==> src/rtl/nq_multiplier_axi4s_pipe_pkg.sv <==
`default_nettype none
// ============================================================================
// Package  : nq_mul_pkg
// Brief    : Shared types and the round/saturate helper for the N.Q multiplier.
// Revision : 1.0
// ============================================================================
package nq_mul_pkg;

    // Widest operand the helper supports; products are carried at twice this.
    localparam int NQ_MAX_N  = 64;
    localparam int NQ_PROD_W = 2 * NQ_MAX_N;

    typedef enum logic [0:0] {
        ST_A = 1'b0,
        ST_B = 1'b1
    } beat_state_t;

    typedef struct packed {
        logic                ovf;
        logic [NQ_MAX_N-1:0] data;
    } nq_res_t;

    function automatic nq_res_t sat_round_nq(
        input logic signed [NQ_PROD_W-1:0] p,
        input int                          n_bits,
        input int                          q_bits,
        input logic                        round_en,
        input logic                        sat_en
    );
        logic signed [NQ_PROD_W-1:0] r;
        logic signed [NQ_PROD_W-1:0] hi;
        logic signed [NQ_PROD_W-1:0] lim;
        nq_res_t                     res;
        r = p;
        if (round_en) begin
            r = r + (NQ_PROD_W'(1) << (q_bits - 1));
        end
        r       = r >>> q_bits;
        hi      = r >>> (n_bits - 1);
        res.ovf = !((hi == '0) || (hi == '1));
        lim     = (NQ_PROD_W'(1) << (n_bits - 1)) - NQ_PROD_W'(1);
        if (r[NQ_PROD_W-1]) begin
            lim = ~lim;
        end
        res.data = (sat_en && res.ovf) ? lim[NQ_MAX_N-1:0] : r[NQ_MAX_N-1:0];
        return res;
    endfunction

endpackage
`default_nettype wire

==> src/rtl/nq_result_fifo.sv <==
`default_nettype none
// ============================================================================
// Module   : nq_result_fifo
// Brief    : Synchronous FIFO with a registered head; count includes the head.
// Revision : 1.0
// ============================================================================
module nq_result_fifo #(
    parameter int WIDTH = 38,
    parameter int DEPTH = 8
) (
    input  logic                       clk,
    input  logic                       rst,
    input  logic                       wr_en,
    input  logic [WIDTH-1:0]           wr_data,
    input  logic                       rd_ready,
    output logic                       rd_valid,
    output logic [WIDTH-1:0]           rd_data,
    output logic [$clog2(DEPTH+1)-1:0] count
);

    localparam int AW = $clog2(DEPTH);
    localparam int CW = $clog2(DEPTH + 1);

    logic [WIDTH-1:0] r_mem [DEPTH];
    logic [AW-1:0]    r_wr_ptr;
    logic [AW-1:0]    r_rd_ptr;
    logic [CW-1:0]    r_mem_cnt;
    logic             r_out_vld;
    logic [WIDTH-1:0] r_out_data;

    logic w_load;
    logic w_from_mem;
    logic w_bypass;
    logic w_mem_wr;

    // The head register refills from memory first; a write goes straight to
    // the head only when memory is empty, which keeps issue order intact.
    assign w_load     = !r_out_vld || rd_ready;
    assign w_from_mem = w_load && (r_mem_cnt != '0);
    assign w_bypass   = w_load && (r_mem_cnt == '0) && wr_en;
    assign w_mem_wr   = wr_en && !w_bypass;

    always_ff @(posedge clk) begin
        if (w_mem_wr) begin
            r_mem[r_wr_ptr] <= wr_data;
        end
    end

    always_ff @(posedge clk or posedge rst) begin
        if (rst) begin
            r_wr_ptr   <= '0;
            r_rd_ptr   <= '0;
            r_mem_cnt  <= '0;
            r_out_vld  <= 1'b0;
            r_out_data <= '0;
        end else begin
            if (w_mem_wr) begin
                r_wr_ptr <= r_wr_ptr + AW'(1);
            end
            if (w_from_mem) begin
                r_rd_ptr <= r_rd_ptr + AW'(1);
            end
            case ({w_mem_wr, w_from_mem})
                2'b10:   r_mem_cnt <= r_mem_cnt + CW'(1);
                2'b01:   r_mem_cnt <= r_mem_cnt - CW'(1);
                default: r_mem_cnt <= r_mem_cnt;
            endcase
            if (w_load) begin
                r_out_vld <= w_from_mem || w_bypass;
                if (w_from_mem) begin
                    r_out_data <= r_mem[r_rd_ptr];
                end else if (w_bypass) begin
                    r_out_data <= wr_data;
                end
            end
        end
    end

    assign rd_valid = r_out_vld;
    assign rd_data  = r_out_data;
    assign count    = r_mem_cnt + CW'(r_out_vld);

endmodule
`default_nettype wire

==> src/rtl/nq_multiplier_axi4s_pipe.sv <==
`default_nettype none
// ============================================================================
// Module   : nq_multiplier_axi4s_pipe
// Brief    : Pipelined signed N.Q multiplier behind AXI4-S, credit-gated
//            ingress and a result FIFO absorbing egress backpressure.
// Revision : 1.0
// ============================================================================
module nq_multiplier_axi4s_pipe
    import nq_mul_pkg::*;
#(
    parameter int AXI_DATA_WIDTH_P = 32,
    parameter int AXI_ID_WIDTH_P   = 4,
    parameter int N_BITS_P         = 32,
    parameter int Q_BITS_P         = 15,
    parameter int PIPE_STAGES_P    = 3,
    parameter int FIFO_DEPTH_P     = 8,
    parameter int ROUND_P          = 0,
    parameter int SATURATE_P       = 1
) (
    input  logic                        clk,
    input  logic                        rst,
    input  logic                        ing_tvalid,
    output logic                        ing_tready,
    input  logic [AXI_DATA_WIDTH_P-1:0] ing_tdata,
    input  logic                        ing_tlast,
    input  logic [AXI_ID_WIDTH_P-1:0]   ing_tid,
    output logic                        egr_tvalid,
    input  logic                        egr_tready,
    output logic [AXI_DATA_WIDTH_P-1:0] egr_tdata,
    output logic                        egr_tlast,
    output logic [AXI_ID_WIDTH_P-1:0]   egr_tid,
    output logic                        egr_tuser,
    output logic                        protocol_err
);

    localparam int PROD_W = 2 * N_BITS_P;
    localparam int OCC_W  = $clog2(FIFO_DEPTH_P + 1);

    typedef struct packed {
        logic [AXI_ID_WIDTH_P-1:0]   tid;
        logic                        tuser;
        logic [AXI_DATA_WIDTH_P-1:0] data;
    } entry_t;

    beat_state_t               r_state;
    beat_state_t               w_state_nxt;
    logic [N_BITS_P-1:0]       r_a;
    logic [AXI_ID_WIDTH_P-1:0] r_tid;
    logic                      r_err;
    logic                      w_ing_hs;
    logic                      w_issue;
    logic                      w_latch;
    logic                      w_err;

    logic [N_BITS_P-1:0]        w_b;
    logic signed [PROD_W-1:0]   w_prod;
    logic [PIPE_STAGES_P-1:0]   r_vld;
    logic signed [PROD_W-1:0]   r_prod [PIPE_STAGES_P];
    logic [AXI_ID_WIDTH_P-1:0]  r_ptid [PIPE_STAGES_P];

    nq_res_t                    w_res;
    entry_t                     w_wr_entry;
    entry_t                     w_rd_entry;
    logic                       w_rd_valid;
    logic [OCC_W-1:0]           w_fifo_cnt;
    logic [OCC_W-1:0]           w_in_flight;
    logic [OCC_W-1:0]           w_occ;

    // Credit: every pair in the pipeline already owns a FIFO slot.
    always_comb begin
        w_in_flight = '0;
        for (int i = 0; i < PIPE_STAGES_P; i++) begin
            w_in_flight = w_in_flight + OCC_W'(r_vld[i]);
        end
    end

    assign w_occ      = w_in_flight + w_fifo_cnt;
    assign ing_tready = !rst && (w_occ < OCC_W'(FIFO_DEPTH_P));
    assign w_ing_hs   = ing_tvalid && ing_tready;

    always_comb begin
        w_state_nxt = r_state;
        w_issue     = 1'b0;
        w_latch     = 1'b0;
        w_err       = 1'b0;
        if (w_ing_hs) begin
            case (r_state)
                ST_A: begin
                    if (!ing_tlast) begin
                        w_latch     = 1'b1;
                        w_state_nxt = ST_B;
                    end else begin
                        w_err = 1'b1;
                    end
                end
                ST_B: begin
                    if (!ing_tlast) begin
                        w_latch = 1'b1;
                        w_err   = 1'b1;
                    end else begin
                        w_issue     = 1'b1;
                        w_err       = (ing_tid != r_tid);
                        w_state_nxt = ST_A;
                    end
                end
            endcase
        end
    end

    always_ff @(posedge clk or posedge rst) begin
        if (rst) begin
            r_state <= ST_A;
            r_a     <= '0;
            r_tid   <= '0;
            r_err   <= 1'b0;
        end else begin
            r_state <= w_state_nxt;
            r_err   <= w_err;
            if (w_latch) begin
                r_a   <= ing_tdata[N_BITS_P-1:0];
                r_tid <= ing_tid;
            end
        end
    end

    assign w_b    = ing_tdata[N_BITS_P-1:0];
    assign w_prod = $signed({{N_BITS_P{r_a[N_BITS_P-1]}}, r_a})
                  * $signed({{N_BITS_P{w_b[N_BITS_P-1]}}, w_b});

    always_ff @(posedge clk or posedge rst) begin
        if (rst) begin
            r_vld <= '0;
            for (int i = 0; i < PIPE_STAGES_P; i++) begin
                r_prod[i] <= '0;
                r_ptid[i] <= '0;
            end
        end else begin
            r_vld[0]  <= w_issue;
            r_prod[0] <= w_prod;
            r_ptid[0] <= r_tid;
            for (int i = 1; i < PIPE_STAGES_P; i++) begin
                r_vld[i]  <= r_vld[i-1];
                r_prod[i] <= r_prod[i-1];
                r_ptid[i] <= r_ptid[i-1];
            end
        end
    end

    assign w_res = sat_round_nq(NQ_PROD_W'(r_prod[PIPE_STAGES_P-1]), N_BITS_P, Q_BITS_P,
                                ROUND_P != 0, SATURATE_P != 0);

    assign w_wr_entry.tid   = r_ptid[PIPE_STAGES_P-1];
    assign w_wr_entry.tuser = w_res.ovf;
    assign w_wr_entry.data  = AXI_DATA_WIDTH_P'($signed(w_res.data[N_BITS_P-1:0]));

    nq_result_fifo #(
        .WIDTH (AXI_ID_WIDTH_P + 1 + AXI_DATA_WIDTH_P),
        .DEPTH (FIFO_DEPTH_P)
    ) u_fifo (
        .clk      (clk),
        .rst      (rst),
        .wr_en    (r_vld[PIPE_STAGES_P-1]),
        .wr_data  (w_wr_entry),
        .rd_ready (egr_tready),
        .rd_valid (w_rd_valid),
        .rd_data  (w_rd_entry),
        .count    (w_fifo_cnt)
    );

    if (N_BITS_P < NQ_MAX_N) begin : g_unused_res
        logic w_unused_res;
        assign w_unused_res = ^w_res.data[NQ_MAX_N-1:N_BITS_P];
    end

    if (AXI_DATA_WIDTH_P > N_BITS_P) begin : g_unused_tdata
        logic w_unused_tdata;
        assign w_unused_tdata = ^ing_tdata[AXI_DATA_WIDTH_P-1:N_BITS_P];
    end

    assign egr_tvalid   = w_rd_valid;
    assign egr_tdata    = w_rd_entry.data;
    assign egr_tid      = w_rd_entry.tid;
    assign egr_tuser    = w_rd_entry.tuser;
    assign egr_tlast    = 1'b1;
    assign protocol_err = r_err;

endmodule
`default_nettype wire
==> config.mk <==
export PLATFORM = sky130hd
export DESIGN_NAME = nq_multiplier_axi4s_pipe
export DESIGN_NICKNAME = d
export VERILOG_FILES = /design/src/rtl/nq_multiplier_axi4s_pipe_pkg.sv /design/src/rtl/nq_result_fifo.sv /design/src/rtl/nq_multiplier_axi4s_pipe.sv
export SDC_FILE = /design/constraint.sdc
export NUM_CORES = 2
export LEC_CHECK = 0
export ABC_AREA = 1
export BUFFER_PORTS_ARGS = -buffer_cell sky130_fd_sc_hd__buf_4
export CELL_PAD_IN_SITES_DETAIL_PLACEMENT = 1
export CELL_PAD_IN_SITES_GLOBAL_PLACEMENT = 1
export CORE_ASPECT_RATIO = 1.25
export CORE_MARGIN = 1.5
export CORE_UTILIZATION = 51
export DETAILED_ROUTE_END_ITERATION = 10
export HOLD_SLACK_MARGIN = 0.08
export PLACE_DENSITY_LB_ADDON = 0.1
export SETUP_SLACK_MARGIN = 0.02
export SLEW_MARGIN = 20
export SYNTH_ARGS = -nofsm -noshare
export SYNTH_HDL_FRONTEND = slang
export SYNTH_SLANG_ARGS = --single-unit
==> constraint.sdc <==
create_clock -name clk -period 12.2 [get_ports clk]
set_clock_uncertainty 0.1 [all_clocks]
set_input_delay 1.83 -clock clk [delete_from_list [all_inputs] [get_ports clk]]
set_output_delay 1.83 -clock clk [all_outputs]
set_load 0.02 [all_outputs]
==> results.txt <==
Status -> finished clean
Min-delay worst type -> flip-flop to flip-flop
Share of layout cells above drive strength 1 -> 0.0395
Slew Viols, Final -> 0
Io pins -> 82
Area growth syn-to-layout -> 5.58%
Root Buffer -> clkbuf_16
Final min period -> 9.03 ns
Input/output buffers -> 80
Kind of end point of the critical path -> flip-flop
Seq cells post-synth -> 544
Sequential element share of the synthesized area -> 0.260
Global-route wire length before repair -> 276000 um
Mux share of post-synthesis cell area -> 0
Maximum clock path buffer count -> 3
Syn nets -> 7804
Synth top area share -> 0.374
CP dominant cell by count -> fa_1
Worst setup path endpoint -> r_prod[191]
Initial core utilization -> 0.513
# nets final -> 7644
Max-slew headroom -> 0.302
Top_reg_cell synth -> edfxtp_1
Core area -> 113000 sq um
Hold Buf Count CTS -> 0
Adder-cell share of the synthesized area -> 0.414
Mapped Area -> 58000 sq um
Initial antenna violation count -> 5
Vias in the first global route -> 48680
Clk sinks -> 544
Multi-input gate area -> 35100 sq um
Distinct cell type count of the synthesized netlist -> 40
R2R Path End -> r_prod[191]
Reg-to-reg setup timing slack -> 3.98 ns
Reg2reg path depth -> 25
Post-synth EDFFs -> 296
Synth top cells by count -> inv_1 (1731), nand2_1 (1547), fa_1 (1083)
Die Y -> 380 um
CP Launch Type -> input port
WP data required -> 12.63 ns
Worst-margin pin slew -> 1.05 ns
Max-Cap Viols -> 0
Simple-gate share of the synthesized area -> 0.136
DP Wirelength -> 131000 um
Via count -> 41762
Hold Violations, Final -> 0
Cells after synthesis -> 6493
Clock transition at the registers of the reported paths -> 0.07 ns
Largest net degree at the start of global routing -> 149
Gpl congestion -> 0.953
Register Area -> 15100 sq um
Residual DRC -> 0
Diode count -> 0
Ys Warns -> 0
Largest area contributor in the netlist -> fa_1
RSZ-0062 raised after global routing -> false
Critical R2R Launch -> r_a[31]
Compound-Gate Fraction of Synth Area -> 0.0478
TritonRoute pass-1 iters -> 5
Largest cells by area after synthesis -> fa_1 (37%), edfxtp_1 (15%), inv_1 (11%)
CTS buffer count -> 51
Tcrit/Tclk final -> 0.740
Htree depth -> 2
XOR/XNOR Fraction of Synth Area -> 0.00559
CP arrival -> 9.46 ns
Critical Path Source -> ing_tdata[2]
WL/cell -> 22.1 um
Post-synth ARST share -> 0.456
Slowest Stage Delay on Critical Path -> 0.98 ns
Final-report setup violation count -> 0
CTS tree -> built
Grt ovf -> 0
Crit-path max FO -> 33
Avg Cell Area, Syn -> 8.93 sq um
Max frequency -> 111 MHz
Die area -> 116000 sq um
Antenna viol nets, final -> 0
Top-count cell post-synth -> inv_1
CP max-delay cell -> fa_1
Worst-Skew Late Latency -> 0.64 ns
Postcts setup bufs -> 0
Total track usage -> 0.311
Routed WL -> 173000 um
Initial DRC Count -> 2086
Final setup TNS -> 0 ns
Cts repair resizes -> 0
Rows -> 138
Critical path class -> input port to flip-flop
Fill cell count -> 13171
Die X -> 305 um
Main combinational cell family by area after synthesis -> adder cells
DR vias/cell -> 5.32
==> worst max-delay path, delay by kind of cell <==
kind                       cells  cell delay [ns]
adders and majority gates      9             5.20
and+or+nand+nor                6             0.54
AOI/OAI and AO/OA              3             0.70
buffers and inverters          7             1.18
==> cell usage in the layout, fill, tap and decap left out, types with 11 or more instances in the layout <==
| cell | netlist | final |
|---|---|---|
| xor2_1 | 28 | 28 |
| a21oi_1 | 125 | 124 |
| o221ai_1 | 16 | 16 |
| o22ai_1 | 58 | 58 |
| fa_1 | 1083 | 1083 |
| nand4_1 | 15 | 15 |
| nand3_1 | 60 | 60 |
| nand2_1 | 1547 | 1547 |
| o21ai_1 | 117 | 117 |
| dfrtp_1 | 248 | 231 |
| nor2_1 | 405 | 396 |
| o21ai_0 | 176 | 176 |
| edfxtp_1 | 296 | 296 |
| ha_1 | 187 | 187 |
| o21bai_1 | 11 | 11 |
| clkbuf_1 | 296 | 12 |
| clkbuf_16 | 0 | 54 |
| inv_1 | 1731 | 1727 |
| buf_4 | 5 | 122 |
| dfrtp_2 | 0 | 15 |
==> layer usage <==
layer,track usage,vias up,routed length (um)
met4,0.119,6,7330
met3,0.0260,354,5620
met5,0,-,43
met2,0.596,912,94900
li1,-,18405,-
met1,0.358,22085,65200
==> sequential cells by signal, indices dropped and copies added, names as in the netlist <==
| signal | count |
|---|---|
| u_fifo.r_mem | 296 |
| r_prod | 147 |
| u_fifo.rd_data | 37 |
| r_a | 32 |
| r_ptid | 12 |
| r_tid | 4 |
| u_fifo.r_mem_cnt | 4 |
| r_vld | 3 |
| u_fifo.r_rd_ptr | 3 |
| u_fifo.r_wr_ptr | 3 |
| protocol_err | 1 |
| r_state | 1 |
| u_fifo.rd_valid | 1 |
==> area by class of cell <==
cell class | instances | share of cell area
multi-input cells | 3881 | 0.573
inverters | 1732 | 0.106
repair buffers | 123 | 0.0153
well taps | 1470 | 0.0300
clock inverters | 23 | 0.00382
flip-flops and latches | 544 | 0.247
clock buffers | 73 | 0.0244
==> logic make-up after synthesis <==
kind of cell | count (synthesis)
buf+inv | 2068
simple gates | 2057
fa+ha+maj | 1270
flops | 544
compound gates | 516
xor+xnor | 37
other cells | 1
==> per-stage QoR <==
step	setup WS, ns	cell area (sq um)	hold WS [ns]	utilization	std cells
2_1_floorplan	2.38	58000	0.231	-	6493
3_3_place_gp	2.49	59500	0.231	0.526	7750
3_5_place_dp	2.40	59500	0.236	0.526	7750
4_1_cts	3.06	61200	0.240	0.542	7846
5_1_grt	2.67	61200	0.239	0.542	7846
6_report	3.17	61200	0.240	0.542	7846
==> worst min path at each step <==
| stage | from | endpoint | cells after the start |
|---|---|---|---|
| 6_report | r_prod[102] | r_prod[38] | 0 |
| 5_1_grt | r_prod[102] | r_prod[38] | 0 |
| 4_1_cts | r_prod[102] | r_prod[38] | 0 |
| 3_5_place_dp | r_prod[179] | r_prod[115] | 0 |
| 3_3_place_gp | r_prod[173] | r_prod[109] | 0 |
| 2_1_floorplan | r_prod[164] | r_prod[100] | 0 |
Power is not shown: default switching activity piles up to over one toggle a cycle in this logic, so the estimate is an artifact.
